===== config.mk =====
export PLATFORM = sky130hd
export DESIGN_NAME = hazard_scoreboard
export DESIGN_NICKNAME = d
export VERILOG_FILES = /design/src/rtl/hazard_scoreboard_pkg.sv /design/src/rtl/hazard_scoreboard_decode.sv /design/src/rtl/hazard_scoreboard.sv
export SDC_FILE = /design/constraint.sdc
export NUM_CORES = 1
export LEC_CHECK = 0
export CAP_MARGIN = 20
export CORE_ASPECT_RATIO = 0.75
export CORE_MARGIN = 2
export CORE_UTILIZATION = 54
export CTS_CLUSTER_SIZE = 25
export DETAILED_ROUTE_END_ITERATION = 12
export PLACE_DENSITY = 0.82
export SYNTH_ARGS = -nofsm -noshare
export SYNTH_HDL_FRONTEND = slang
export SYNTH_SLANG_ARGS = --single-unit

===== constraint.sdc =====
create_clock -name clk -period 7.89 [get_ports clk]
set_input_delay 2.367 -clock clk [delete_from_list [all_inputs] [get_ports clk]]
set_output_delay 2.367 -clock clk [all_outputs]
set_load 0.01 [all_outputs]

===== src/rtl/hazard_scoreboard_pkg.sv =====
// mips_hazard_pkg: opcode/funct codes, Tuse/Tnew constants, forwarding
// select encodings and the instruction-class enum shared by the hazard
// scoreboard and its decoder. MULT/DIV related classes are only produced
// when MDU_HAZARD_EN is defined.
package mips_hazard_pkg;

    // Primary opcodes
    localparam logic [5:0] OP_SPECIAL = 6'h00;
    localparam logic [5:0] OP_J       = 6'h02;
    localparam logic [5:0] OP_JAL     = 6'h03;
    localparam logic [5:0] OP_BEQ     = 6'h04;
    localparam logic [5:0] OP_BNE     = 6'h05;
    localparam logic [5:0] OP_BLEZ    = 6'h06;
    localparam logic [5:0] OP_BGTZ    = 6'h07;
    localparam logic [5:0] OP_ADDI    = 6'h08;
    localparam logic [5:0] OP_ADDIU   = 6'h09;
    localparam logic [5:0] OP_SLTI    = 6'h0a;
    localparam logic [5:0] OP_SLTIU   = 6'h0b;
    localparam logic [5:0] OP_ANDI    = 6'h0c;
    localparam logic [5:0] OP_ORI     = 6'h0d;
    localparam logic [5:0] OP_XORI    = 6'h0e;
    localparam logic [5:0] OP_LUI     = 6'h0f;
    localparam logic [5:0] OP_LB      = 6'h20;
    localparam logic [5:0] OP_LH      = 6'h21;
    localparam logic [5:0] OP_LW      = 6'h23;
    localparam logic [5:0] OP_LBU     = 6'h24;
    localparam logic [5:0] OP_LHU     = 6'h25;
    localparam logic [5:0] OP_SB      = 6'h28;
    localparam logic [5:0] OP_SH      = 6'h29;
    localparam logic [5:0] OP_SW      = 6'h2b;

    // SPECIAL funct codes
    localparam logic [5:0] FN_SLL   = 6'h00;
    localparam logic [5:0] FN_SRL   = 6'h02;
    localparam logic [5:0] FN_SRA   = 6'h03;
    localparam logic [5:0] FN_JR    = 6'h08;
    localparam logic [5:0] FN_JALR  = 6'h09;
    localparam logic [5:0] FN_MFHI  = 6'h10;
    localparam logic [5:0] FN_MTHI  = 6'h11;
    localparam logic [5:0] FN_MFLO  = 6'h12;
    localparam logic [5:0] FN_MTLO  = 6'h13;
    localparam logic [5:0] FN_MULT  = 6'h18;
    localparam logic [5:0] FN_MULTU = 6'h19;
    localparam logic [5:0] FN_DIV   = 6'h1a;
    localparam logic [5:0] FN_DIVU  = 6'h1b;
    localparam logic [5:0] FN_ADD   = 6'h20;
    localparam logic [5:0] FN_ADDU  = 6'h21;
    localparam logic [5:0] FN_SUB   = 6'h22;
    localparam logic [5:0] FN_SUBU  = 6'h23;
    localparam logic [5:0] FN_AND   = 6'h24;
    localparam logic [5:0] FN_OR    = 6'h25;
    localparam logic [5:0] FN_XOR   = 6'h26;
    localparam logic [5:0] FN_NOR   = 6'h27;
    localparam logic [5:0] FN_SLT   = 6'h2a;
    localparam logic [5:0] FN_SLTU  = 6'h2b;

    // Tuse: cycles after D before the operand is consumed.
    // TUSE_NONE marks an unused source; it exceeds every Tnew so never stalls.
    localparam logic [1:0] TUSE_0    = 2'd0;
    localparam logic [1:0] TUSE_1    = 2'd1;
    localparam logic [1:0] TUSE_2    = 2'd2;
    localparam logic [1:0] TUSE_NONE = 2'd3;

    // Tnew at E entry: cycles until the result exists in the pipe.
    localparam logic [1:0] TNEW_0 = 2'd0;
    localparam logic [1:0] TNEW_1 = 2'd1;
    localparam logic [1:0] TNEW_2 = 2'd2;

    // Bypass select encodings
    localparam logic [1:0] FWD_RF = 2'd0;
    localparam logic [1:0] FWD_W  = 2'd1;
    localparam logic [1:0] FWD_M  = 2'd2;
    localparam logic [1:0] FWD_E  = 2'd3;

    typedef enum logic [3:0] {
        CLS_NOP,
        CLS_CAL_R,
        CLS_CAL_I,
        CLS_LOAD,
        CLS_STORE,
        CLS_BRANCH,
        CLS_J,
        CLS_JAL,
        CLS_JR,
        CLS_JALR,
        CLS_MULT,
        CLS_DIV,
        CLS_MF,
        CLS_MT
    } instr_class_t;

endpackage


===== src/rtl/hazard_scoreboard_decode.sv =====
// hazard_decode: combinational instruction -> {rs, rt, dst, tuse_rs,
// tuse_rt, tnew, class}. Unused source fields are reported as register 0
// so they can never match a producer. MULT/DIV/MFHI/MFLO/MTHI/MTLO are
// decoded only when MDU_HAZARD_EN is defined; otherwise they act as nop.
module hazard_decode
    import mips_hazard_pkg::*;
#(
    parameter int REG_AW = 5,
    parameter int TNEW_W = 2
) (
    input  logic [31:0]       i_instr,
    output logic [REG_AW-1:0] o_rs,
    output logic [REG_AW-1:0] o_rt,
    output logic [REG_AW-1:0] o_dst,
    output logic [TNEW_W-1:0] o_tuse_rs,
    output logic [TNEW_W-1:0] o_tuse_rt,
    output logic [TNEW_W-1:0] o_tnew,
    output instr_class_t      o_cls
);

    localparam logic [TNEW_W-1:0] L_U0   = TNEW_W'(TUSE_0);
    localparam logic [TNEW_W-1:0] L_U1   = TNEW_W'(TUSE_1);
    localparam logic [TNEW_W-1:0] L_U2   = TNEW_W'(TUSE_2);
    localparam logic [TNEW_W-1:0] L_NONE = TNEW_W'(TUSE_NONE);
    localparam logic [TNEW_W-1:0] L_N0   = TNEW_W'(TNEW_0);
    localparam logic [TNEW_W-1:0] L_N1   = TNEW_W'(TNEW_1);
    localparam logic [TNEW_W-1:0] L_N2   = TNEW_W'(TNEW_2);

    logic [5:0]        w_op;
    logic [5:0]        w_fn;
    logic [REG_AW-1:0] w_rs_f;
    logic [REG_AW-1:0] w_rt_f;
    logic [REG_AW-1:0] w_rd_f;
    logic              w_unused_shamt;

    assign w_op           = i_instr[31:26];
    assign w_fn           = i_instr[5:0];
    assign w_rs_f         = REG_AW'(i_instr[25:21]);
    assign w_rt_f         = REG_AW'(i_instr[20:16]);
    assign w_rd_f         = REG_AW'(i_instr[15:11]);
    assign w_unused_shamt = ^i_instr[10:6];

    // Classify the instruction and assign its operand timing and destination
    always_comb begin
        o_cls     = CLS_NOP;
        o_dst     = '0;
        o_tnew    = L_N0;
        o_tuse_rs = L_NONE;
        o_tuse_rt = L_NONE;
        case (w_op)
            OP_SPECIAL: begin
                case (w_fn)
                    FN_JR: begin
                        o_cls     = CLS_JR;
                        o_tuse_rs = L_U0;
                    end
                    FN_JALR: begin
                        o_cls     = CLS_JALR;
                        o_tuse_rs = L_U0;
                        o_dst     = w_rd_f;
                        o_tnew    = L_N0;
                    end
                    FN_ADD, FN_ADDU, FN_SUB, FN_SUBU, FN_AND, FN_OR,
                    FN_XOR, FN_NOR, FN_SLT, FN_SLTU: begin
                        o_cls     = CLS_CAL_R;
                        o_tuse_rs = L_U1;
                        o_tuse_rt = L_U1;
                        o_dst     = w_rd_f;
                        o_tnew    = L_N1;
                    end
                    FN_SLL, FN_SRL, FN_SRA: begin
                        o_cls     = CLS_CAL_R;
                        o_tuse_rt = L_U1;
                        o_dst     = w_rd_f;
                        o_tnew    = L_N1;
                    end
`ifdef MDU_HAZARD_EN
                    FN_MULT, FN_MULTU: begin
                        o_cls     = CLS_MULT;
                        o_tuse_rs = L_U1;
                        o_tuse_rt = L_U1;
                    end
                    FN_DIV, FN_DIVU: begin
                        o_cls     = CLS_DIV;
                        o_tuse_rs = L_U1;
                        o_tuse_rt = L_U1;
                    end
                    FN_MFHI, FN_MFLO: begin
                        o_cls  = CLS_MF;
                        o_dst  = w_rd_f;
                        o_tnew = L_N1;
                    end
                    FN_MTHI, FN_MTLO: begin
                        o_cls     = CLS_MT;
                        o_tuse_rs = L_U1;
                    end
`endif
                    default: ;
                endcase
            end
            OP_J: o_cls = CLS_J;
            OP_JAL: begin
                o_cls  = CLS_JAL;
                o_dst  = REG_AW'(31);
                o_tnew = L_N0;
            end
            OP_BEQ, OP_BNE: begin
                o_cls     = CLS_BRANCH;
                o_tuse_rs = L_U0;
                o_tuse_rt = L_U0;
            end
            OP_BLEZ, OP_BGTZ: begin
                o_cls     = CLS_BRANCH;
                o_tuse_rs = L_U0;
            end
            OP_ADDI, OP_ADDIU, OP_SLTI, OP_SLTIU, OP_ANDI, OP_ORI,
            OP_XORI, OP_LUI: begin
                o_cls     = CLS_CAL_I;
                o_tuse_rs = L_U1;
                o_dst     = w_rt_f;
                o_tnew    = L_N1;
            end
            OP_LB, OP_LH, OP_LW, OP_LBU, OP_LHU: begin
                o_cls     = CLS_LOAD;
                o_tuse_rs = L_U1;
                o_dst     = w_rt_f;
                o_tnew    = L_N2;
            end
            OP_SB, OP_SH, OP_SW: begin
                o_cls     = CLS_STORE;
                o_tuse_rs = L_U1;
                o_tuse_rt = L_U2;
            end
            default: ;
        endcase
    end

    // Unused sources read as $0 so they never hit a comparator
    assign o_rs = (o_tuse_rs != L_NONE) ? w_rs_f : '0;
    assign o_rt = (o_tuse_rt != L_NONE) ? w_rt_f : '0;

endmodule


===== src/rtl/hazard_scoreboard.sv =====
// hazard_scoreboard: stall/forward controller for the 5-stage MIPS pipe.
// Keeps its own E/M/W shadow of {rs, rt, dst, tnew, class}, derives the
// stall and every bypass select combinationally from that shadow and the
// D-stage instruction. With MDU_HAZARD_EN defined a MULT/DIV busy counter
// adds HI/LO stalls; without it md_start/md_busy stay low.
module hazard_scoreboard
    import mips_hazard_pkg::*;
#(
    parameter int REG_AW      = 5,
    parameter int TNEW_W      = 2,
    parameter int MULT_CYCLES = 5,
    parameter int DIV_CYCLES  = 10
) (
    input  logic        clk,
    input  logic        reset,
    input  logic [31:0] instr_d,
    output logic        stall,
    output logic [1:0]  fwd_rs_d,
    output logic [1:0]  fwd_rt_d,
    output logic [1:0]  fwd_rs_e,
    output logic [1:0]  fwd_rt_e,
    output logic        fwd_rt_m,
    output logic        md_start,
    output logic        md_busy
);

    // D-stage decode
    logic [REG_AW-1:0] w_d_rs, w_d_rt, w_d_dst;
    logic [TNEW_W-1:0] w_d_tuse_rs, w_d_tuse_rt, w_d_tnew;
    instr_class_t      w_d_cls;

    hazard_decode #(
        .REG_AW (REG_AW),
        .TNEW_W (TNEW_W)
    ) u_decode (
        .i_instr   (instr_d),
        .o_rs      (w_d_rs),
        .o_rt      (w_d_rt),
        .o_dst     (w_d_dst),
        .o_tuse_rs (w_d_tuse_rs),
        .o_tuse_rt (w_d_tuse_rt),
        .o_tnew    (w_d_tnew),
        .o_cls     (w_d_cls)
    );

    // Shadow pipeline (only the fields each stage's comparators need)
    logic [REG_AW-1:0] r_e_rs, r_e_rt, r_e_dst;
    logic [TNEW_W-1:0] r_e_tnew;
    instr_class_t      r_e_cls;
    logic [REG_AW-1:0] r_m_rt, r_m_dst;
    logic [TNEW_W-1:0] r_m_tnew;
    logic              r_m_rt_fwd_done;
    logic [REG_AW-1:0] r_w_dst;
    logic [TNEW_W-1:0] r_w_tnew;

    // Per-source comparator lanes: index 0 = rs, 1 = rt
    logic [REG_AW-1:0] w_d_src  [2];
    logic [TNEW_W-1:0] w_d_tuse [2];
    logic [REG_AW-1:0] w_e_src  [2];
    logic              w_src_stall [2];
    logic [1:0]        w_fwd_d  [2];
    logic [1:0]        w_fwd_e  [2];
    logic              w_md_stall;

    assign w_d_src[0]  = w_d_rs;
    assign w_d_src[1]  = w_d_rt;
    assign w_d_tuse[0] = w_d_tuse_rs;
    assign w_d_tuse[1] = w_d_tuse_rt;
    assign w_e_src[0]  = r_e_rs;
    assign w_e_src[1]  = r_e_rt;

    function automatic logic [TNEW_W-1:0] f_tnew_dec(input logic [TNEW_W-1:0] t);
        return (t == '0) ? '0 : t - TNEW_W'(1);
    endfunction

    genvar gi;
    generate
        for (gi = 0; gi < 2; gi++) begin : g_src
            // A producer still needing more cycles than the consumer can wait stalls D
            assign w_src_stall[gi] = (w_d_src[gi] != '0) &&
                ((r_e_dst == w_d_src[gi] && r_e_tnew > w_d_tuse[gi]) ||
                 (r_m_dst == w_d_src[gi] && r_m_tnew > w_d_tuse[gi]));

            // Youngest match decides: ready -> forward, not ready -> hide older stages
            assign w_fwd_d[gi] =
                (w_d_src[gi] == '0)      ? FWD_RF :
                (r_e_dst == w_d_src[gi]) ? ((r_e_tnew == '0) ? FWD_E : FWD_RF) :
                (r_m_dst == w_d_src[gi]) ? ((r_m_tnew == '0) ? FWD_M : FWD_RF) :
                (r_w_dst == w_d_src[gi] && r_w_tnew == '0) ? FWD_W : FWD_RF;

            assign w_fwd_e[gi] =
                (w_e_src[gi] == '0)      ? FWD_RF :
                (r_m_dst == w_e_src[gi]) ? ((r_m_tnew == '0) ? FWD_M : FWD_RF) :
                (r_w_dst == w_e_src[gi] && r_w_tnew == '0) ? FWD_W : FWD_RF;
        end
    endgenerate

    assign fwd_rs_d = w_fwd_d[0];
    assign fwd_rt_d = w_fwd_d[1];
    assign fwd_rs_e = w_fwd_e[0];
    assign fwd_rt_e = w_fwd_e[1];

    // Store data needs the W bypass only if the producer was not yet ready
    // when the store sat in E; otherwise the value already rides in the pipe.
    assign fwd_rt_m = (r_m_rt != '0) && (r_w_dst == r_m_rt) &&
                      (r_w_tnew == '0) && !r_m_rt_fwd_done;

    // Never true in the default build: the decoder cannot emit these classes
    assign md_start = (r_e_cls == CLS_MULT) || (r_e_cls == CLS_DIV);

`ifdef MDU_HAZARD_EN
    localparam int MD_MAX = (DIV_CYCLES > MULT_CYCLES) ? DIV_CYCLES : MULT_CYCLES;
    localparam int MD_CW  = $clog2(MD_MAX + 1);

    logic [MD_CW-1:0] r_md_cnt;
    logic             w_d_is_md;

    // Busy counter: load on launch, then count down to idle
    always_ff @(posedge clk) begin
        if (reset) begin
            r_md_cnt <= '0;
        end else if (md_start) begin
            r_md_cnt <= (r_e_cls == CLS_DIV) ? MD_CW'(DIV_CYCLES) : MD_CW'(MULT_CYCLES);
        end else if (r_md_cnt != '0) begin
            r_md_cnt <= r_md_cnt - MD_CW'(1);
        end
    end

    assign md_busy    = (r_md_cnt != '0);
    assign w_d_is_md  = (w_d_cls == CLS_MULT) || (w_d_cls == CLS_DIV) ||
                        (w_d_cls == CLS_MF)   || (w_d_cls == CLS_MT);
    assign w_md_stall = w_d_is_md && (md_start || md_busy);
`else
    assign md_busy    = 1'b0;
    assign w_md_stall = 1'b0;
`endif

    assign stall = w_src_stall[0] | w_src_stall[1] | w_md_stall;

    // Advance the shadow pipe; a stalled D turns into a bubble in E
    always_ff @(posedge clk) begin
        if (reset) begin
            r_e_rs          <= '0;
            r_e_rt          <= '0;
            r_e_dst         <= '0;
            r_e_tnew        <= '0;
            r_e_cls         <= CLS_NOP;
            r_m_rt          <= '0;
            r_m_dst         <= '0;
            r_m_tnew        <= '0;
            r_m_rt_fwd_done <= 1'b0;
            r_w_dst         <= '0;
            r_w_tnew        <= '0;
        end else begin
            if (stall) begin
                r_e_rs   <= '0;
                r_e_rt   <= '0;
                r_e_dst  <= '0;
                r_e_tnew <= '0;
                r_e_cls  <= CLS_NOP;
            end else begin
                r_e_rs   <= w_d_rs;
                r_e_rt   <= w_d_rt;
                r_e_dst  <= w_d_dst;
                r_e_tnew <= w_d_tnew;
                r_e_cls  <= w_d_cls;
            end
            r_m_rt          <= r_e_rt;
            r_m_dst         <= r_e_dst;
            r_m_tnew        <= f_tnew_dec(r_e_tnew);
            r_m_rt_fwd_done <= (w_fwd_e[1] == FWD_M);
            r_w_dst         <= r_m_dst;
            r_w_tnew        <= f_tnew_dec(r_m_tnew);
        end
    end

endmodule


==> flow_metrics.py, run 1 <==
metrics = {
    "routing": {
        "top_layer": "met4",
        "first_pass_iters": 5,
        "drt-met1-wl_um": 3690,
        "antenna_left": 0,
        "wl_per_cell_um": 16.7,
        "drc": 0,
        "vias": 2893,
        "via_per_inst": 5.99,
        "first_iter_violations": 233,
        "met2_wirelength_um": 3690,
        "drt_wl_total_um": 8080,
        "dr_wl_met3_um": 668,
    },
    "timing": {
        "slew_headroom_pct": 32.5,
        "finalHoldViolCount": 0,
        "worstMarginPinSlew_ns": 1.01,
        "skew_ns": 0.00654,
        "setup_viol": 0,
        "rsz0062_at_grt": "yes",
        "tns_ns": 0,
        "slew_viol_final": 0,
        "period_minus_slack_ns": 7.78,
        "post-route-period-util_pct": 98.7,
        "clock.fmax_mhz": 128,
        "hold_slack_ns": 0.429,
    },
    "clock_tree": {
        "ctsHoldBuffers": 0,
        "root_buffer": "clkbuf_8",
        "cts_tree": "done",
        "path_clk_slew_ns": 0.08,
        "clkLatencyLatePin_ns": 0.28,
        "clockBufferDepth": 2,
        "cts_made_buffers": 5,
        "h-tree-depth": 2,
        "numClockSinks": 40,
    },
    "layout": {
        "final_util_pct": 72.5,
        "drive_above_1_share_pct": 16.8,
        "area_growth_pct": 26.1,
        "antennaDiodeCount": 0,
        "fillers": 381,
        "layout.nets": 454,
        "layoutNonFillerInstCount": 483,
    },
    "synthesis": {
        "syn_area_per_cell_um2": 7.96,
        "ys_top_cells_by_count": "dfxtp_1, xnor2_1, inv_1, nor3_1, nor2_1",
        "synthSimpleGateAreaFrac_pct": 30.0,
        "synth.most_common_cell": "dfxtp_1",
        "yosys.area_share.adder_pct": 4.34,
        "ys_seq_area_share_pct": 27.8,
        "synth_cells": 362,
        "yosys.area.top_type": "dfxtp_1",
        "synth-seq-cells": 40,
        "synth_edf_count": 0,
        "synth_top_area_share_pct": 27.8,
        "synth_async_sr_flop_share_pct": 0,
        "yosysWarnings": 0,
        "synth-compound-area-share_pct": 18.7,
        "synth_cell_types": 56,
        "synth_area_leaders": "dfxtp_1, xnor2_1, nor3_1",
        "synth_top_family_by_area": "simple AND/OR/NAND/NOR gates",
        "synthXorXnorAreaFrac_pct": 11.2,
        "syn_area_mm2": 0.00288,
        "synth.area.mux_share_pct": 0,
        "ys.flop_type": "dfxtp_1",
        "synth_nets": 406,
    },
    "die": {
        "die_area_mm2": 0.00594,
        "design.portCount": 46,
        "initial_utilization_pct": 57.5,
        "rows": 22,
        "die_y_um": 67.3,
        "die_w_um": 88.4,
        "core-area_mm2": 0.00501,
    },
    "worst_setup_path": {
        "critPathKind": "input pin to output pin",
        "reg2reg_to": "r_e_cls[3]$_SDFF_PP0_",
        "reg2reg_from": "r_m_dst[4]$_SDFF_PP0_",
        "r2r_slack_ns": 5.20,
        "startpoint_type": "input pin",
        "worstPathArrival_ns": 5.42,
        "endpoint_kind": "output pin",
        "reg2reg_depth": 8,
        "required_ns": 5.52,
        "path_max_fanout": 5,
    },
    "status": {
        "outcome": "complete, no violations",
    },
    "grt": {
        "grt_max_degree": 22,
        "grt_pass1_vias": 2803,
        "antenna_found_initial": 0,
        "globalRouteOverflowTotal": 0,
        "grt_usage_pct": 29.0,
        "grt_pass1_wl_um": 13300,
    },
    "place": {
        "place_congestion": 0.905,
        "post-place-cells": 472,
        "place.port_buffers": 39,
        "dp_hpwl_um": 6120,
    },
    "min_path": {
        "hp-class": "register to register",
        "hp-start": "r_e_tnew[0]$_SDFF_PP0_",
        "min_path_cells": 1,
        "whs_endpoint": "r_m_tnew[0]$_SDFF_PP0_",
    },
    "power": {
        "fin_total_pwr_uw": 473,
        "ir_drop_uv": 133,
        "cellLeakagePower_nw": 1.46,
        "cellPowerDensity_mw_per_mm2": 130,
    },
    "flow_run": {
        "max_cap_viol_count": 0,
    },
}
state kept, by name (all words and copies together) (netlist names):
name,count
r_e_dst,5
r_e_rs,5
r_e_rt,5
r_m_dst,5
r_m_rt,5
r_w_dst,5
r_e_cls,3
r_e_tnew,2
r_m_tnew,2
r_w_tnew,2
r_m_rt_fwd_done,1
cell families (layout without fill, tap and decap cells):
group                    after synthesis  after routing
other                                  1              1
buffers and inverters                 53            102
AND/OR/NAND/NOR                      147            147
XOR/XNOR                              37             37
flip-flops                            40             40
AO/OA/AOI/OAI                         74             74
adder cells (fa/ha/maj)               10             10
stage by stage:
stage               cell area (um^2)  setup slack [ns]
global placement                3420           -0.0772
finish                          3630             0.106
floorplan                       2880             0.685
CTS                             3560           0.00532
detailed placement              3420           -0.0665
global route                    3630           -0.0404
power by group:
part / total [mW] / internal, mW / leakage (nW) / switching (mW)
Combinational: 0.123 / 0.0602 / 1.08 / 0.0627
Sequential: 0.213 / 0.206 / 0.324 / 0.00680
Clock: 0.137 / 0.0697 / 0.0510 / 0.0674
Total: 0.473 / 0.336 / 1.46 / 0.137
per-layer routing:
metal,up-vias,GRT usage (%)
li1,1399,-
met1,1370,39.6
met2,118,47.4
met3,6,6.36
met4,0,6.44
met5,-,0
worst max-delay path by stage:
stage | startpoint | slack (ns) | cells after the start | to
after CTS | instr_d[31] | 0.005 | 16 | stall
after global placement | instr_d[31] | -0.08 | 14 | fwd_rt_d[1]
final | instr_d[27] | 0.11 | 15 | stall
after detailed placement | instr_d[31] | -0.07 | 14 | fwd_rt_d[1]
after floorplan | instr_d[30] | 0.69 | 11 | stall
after global routing | instr_d[27] | -0.04 | 15 | stall
worst max-delay path: stages:
cell and delay, ns:
clkdlybuf4s50_1 0.60, nand2b_1 0.14, a31oi_1 0.26, nor2_1 0.11
nor2_2 0.17, a21oi_2 0.06, ha_1 0.29, a21oi_1 0.06
a21oi_1 0.16, o211ai_1 0.14, a221oi_2 0.23, a32oi_2 0.10
inv_2 0.09, a221o_1 0.11, clkdlybuf4s50_1 0.53
layout by cell type (no fill, tap or decap), types with 7 or more instances in the layout:
master and count:
nor2b_1 14, buf_4 26, ha_1 10, nor2_1 23, nor3_2 10, clkdlybuf4s50_1 32, a21oi_1 18, nand3_1 13
nor3_1 26, o21ai_0 7, dfxtp_1 40, inv_1 26, xnor2_1 33, a221oi_1 7, nand2_1 13
timing repair:
action,in CTS,in global routing
resized for setup,9,16
setup endpoints to repair,4,5
buffers inserted,1,2
pin swaps,2,3
area by class of cell:
cell class                      count  area (um^2)  share of cell area, %
Clock buffer                        6         82.6                   2.27
Clock inverter                      2         10.0                  0.276
Multi-Input combinational cell    269         1930                   53.2
Inverter                           28          105                   2.89
Tap cell                           72         90.1                   2.48
Sequential cell                    40          801                   22.0
Timing Repair Buffer               66          611                   16.8
(Power assumes the default switching activity.)
==> run 2, diff against run 1 <==
--- a/config.mk
+++ b/config.mk
@@ -8,10 +8,11 @@
 export CAP_MARGIN = 20
 export CORE_ASPECT_RATIO = 0.75
 export CORE_MARGIN = 2
-export CORE_UTILIZATION = 54
+export CORE_UTILIZATION = 55
 export CTS_CLUSTER_SIZE = 25
 export DETAILED_ROUTE_END_ITERATION = 12
-export PLACE_DENSITY = 0.82
+export PLACE_DENSITY = 0.83
 export SYNTH_ARGS = -nofsm -noshare
 export SYNTH_HDL_FRONTEND = slang
+export SYNTH_HIERARCHICAL = 1
 export SYNTH_SLANG_ARGS = --single-unit
==> run 2 against run 1 <==
- setup slack got worse by 0.033 ns
- synthesized area rose by 5.5%
- combinational power is 28% higher
- critical path depth shrank 1
- critical path type unchanged
- sequential share of layout area fell by 2.0 points
- wire length increased by 7.2%
- synthesized cell count decreased by 7.7%
==> flow_metrics.py, run 2 <==
metrics = {
    "clock_tree": {
        "clockBufferDepth": 2,
        "cts_tree": "done",
        "ctsHoldBuffers": 0,
        "numClockSinks": 40,
        "h-tree-depth": 2,
        "root_buffer": "clkbuf_8",
        "cts_made_buffers": 5,
        "clkLatencyLatePin_ns": 0.29,
        "path_clk_slew_ns": 0.07,
    },
    "worst_setup_path": {
        "crit_path_cell_trace": "clkdlybuf4s50_1 -> or4b_4 -> a31oi_4 -> o221ai_4 -> buf_4 -> nor2_4 -> xor2_1 -> nor3_2 -> buf_4 -> nand3_4 -> buf_4 -> o22ai_4 -> or3_1 -> dlygate4sd2_1",
        "max_stage_delay_ns": 0.57,
        "reg2reg_from": "r_m_dst[0]$_SDFF_PP0_",
        "reg2reg_depth": 8,
        "worst-path-stages": 14,
        "critPathKind": "input pin to output pin",
        "required_ns": 5.52,
        "critPathMostFrequentCell": "buf_4",
        "startpoint": "instr_d[2]",
        "cp_slowest_cell": "or4b_4",
        "path_buf_inv": 5,
        "cp_top_family": "buffers and inverters",
        "endpoint_kind": "output pin",
        "path_max_fanout": 6,
        "startpoint_type": "input pin",
        "worstPathArrival_ns": 5.45,
    },
    "min_path": {
        "min_path_cells": 1,
        "hp-start": "r_m_tnew[0]$_SDFF_PP0_",
        "hp-class": "register to register",
    },
    "timing": {
        "skew_ns": 0.00617,
        "period_minus_slack_ns": 7.82,
        "clock.fmax_mhz": 128,
        "fin_ws_ns": 0.0733,
        "hold_slack_ns": 0.428,
        "slew_viol_final": 0,
        "slew_headroom_pct": 50.1,
        "finalHoldViolCount": 0,
        "post-route-period-util_pct": 99.1,
        "setup_viol": 0,
        "worstMarginPinSlew_ns": 0.742,
    },
    "die": {
        "die_w_um": 89.8,
        "design.portCount": 46,
        "die_area_mm2": 0.00614,
        "rows": 23,
        "core-area_mm2": 0.00532,
        "initial_utilization_pct": 57.1,
        "die_y_um": 68.4,
    },
    "routing": {
        "vias": 2788,
        "drc": 0,
        "drt_wl_total_um": 8670,
        "first_iter_violations": 180,
        "antenna_left": 0,
        "via_per_inst": 5.74,
        "wl_per_cell_um": 17.8,
        "first_pass_iters": 4,
    },
    "synthesis": {
        "synth_nets": 378,
        "syn_area_per_cell_um2": 9.10,
        "syn_area_mm2": 0.00304,
        "yosysWarnings": 6,
        "synth_cells": 334,
    },
    "power": {
        "ir_drop_uv": 69.9,
        "cellPowerDensity_mw_per_mm2": 134,
        "cellLeakagePower_nw": 1.76,
        "fin_total_pwr_uw": 535,
    },
    "layout": {
        "antennaDiodeCount": 0,
        "layout.nets": 454,
        "layout_commonest_cell": "buf_4",
        "drive_above_1_share_pct": 29.0,
        "area_growth_pct": 31.5,
        "layout_common_cells": "buf_4, dfxtp_1, xnor2_1",
        "fillers": 364,
    },
    "place": {
        "pre_cts_ws_ns": -0.297,
        "place_congestion": 0.873,
        "dp_hpwl_um": 5970,
        "place.port_buffers": 39,
    },
    "flow_run": {
        "max_cap_viol_count": 0,
    },
    "grt": {
        "grt_pass1_vias": 2747,
        "grt_usage_pct": 27.2,
        "grt_pass1_wl_um": 13200,
        "grt_max_degree": 41,
        "globalRouteOverflowTotal": 0,
        "antenna_found_initial": 0,
    },
    "status": {
        "outcome": "complete, no violations",
    },
}
run 2: area by class of cell:
type | count | area, um^2 | area share, %
multi-input combinational | 250 | 2120 | 53.1
clock inverter | 2 | 35.0 | 0.877
inverter | 19 | 71.3 | 1.79
sequential | 40 | 801 | 20.0
timing repair buffer | 94 | 802 | 20.1
tap | 75 | 93.8 | 2.35
clock buffer | 6 | 72.6 | 1.82
run 2: per-stage QoR:
step	utilization (%)	std cells	area, um^2	setup TNS [ns]
5_1_grt	75.0	486	4000	-0.0253
2_1_floorplan	-	334	3040	0
3_5_place_dp	70.8	472	3770	-0.911
4_1_cts	73.7	482	3920	0
6_report	75.0	486	4000	0
3_3_place_gp	70.8	472	3770	-0.528
run 2: what timing repair did:
item / CTS / global route
setup endpoints to repair: 5 / 5
pin swaps: 2 / 4
gates resized for setup: 16 / 13
setup buffers: 2 / 4
run 2: final timing paths:
kind	endpoint	slack (ns)
min	r_w_tnew[0]$_SDFF_PP0_	0.43
max	stall	0.07
min reg2reg	r_w_tnew[0]$_SDFF_PP0_	0.43
max reg2reg	r_e_rs[1]$_SDFF_PP0_	5.91
run 2: where the power goes:
group	leakage [nW]	total [mW]	internal (mW)	switching (mW)
combinational	1.38	0.157	0.0799	0.0772
clock	0.0552	0.166	0.0939	0.0718
sequential	0.324	0.212	0.207	0.00583
run 2: worst reg2reg max path, stage by stage, from the launching register on:
cell,delay [ns]
dfxtp_1,0.54
xor2_2,0.13
nor3_2,0.21
buf_4,0.16
nand3_4,0.06
buf_4,0.15
o22ai_4,0.12
buf_4,0.38
nor4_2,0.11
run 2: layer usage:
layer / track usage [%] / vias up / routed length [um]
met2: 48.0 / 131 / 4170
met4: 9.04 / 0 / 197
met1: 34.6 / 1331 / 3610
met5: 0 / - / 0
li1: - / 1307 / -
met3: 4.63 / 19 / 688
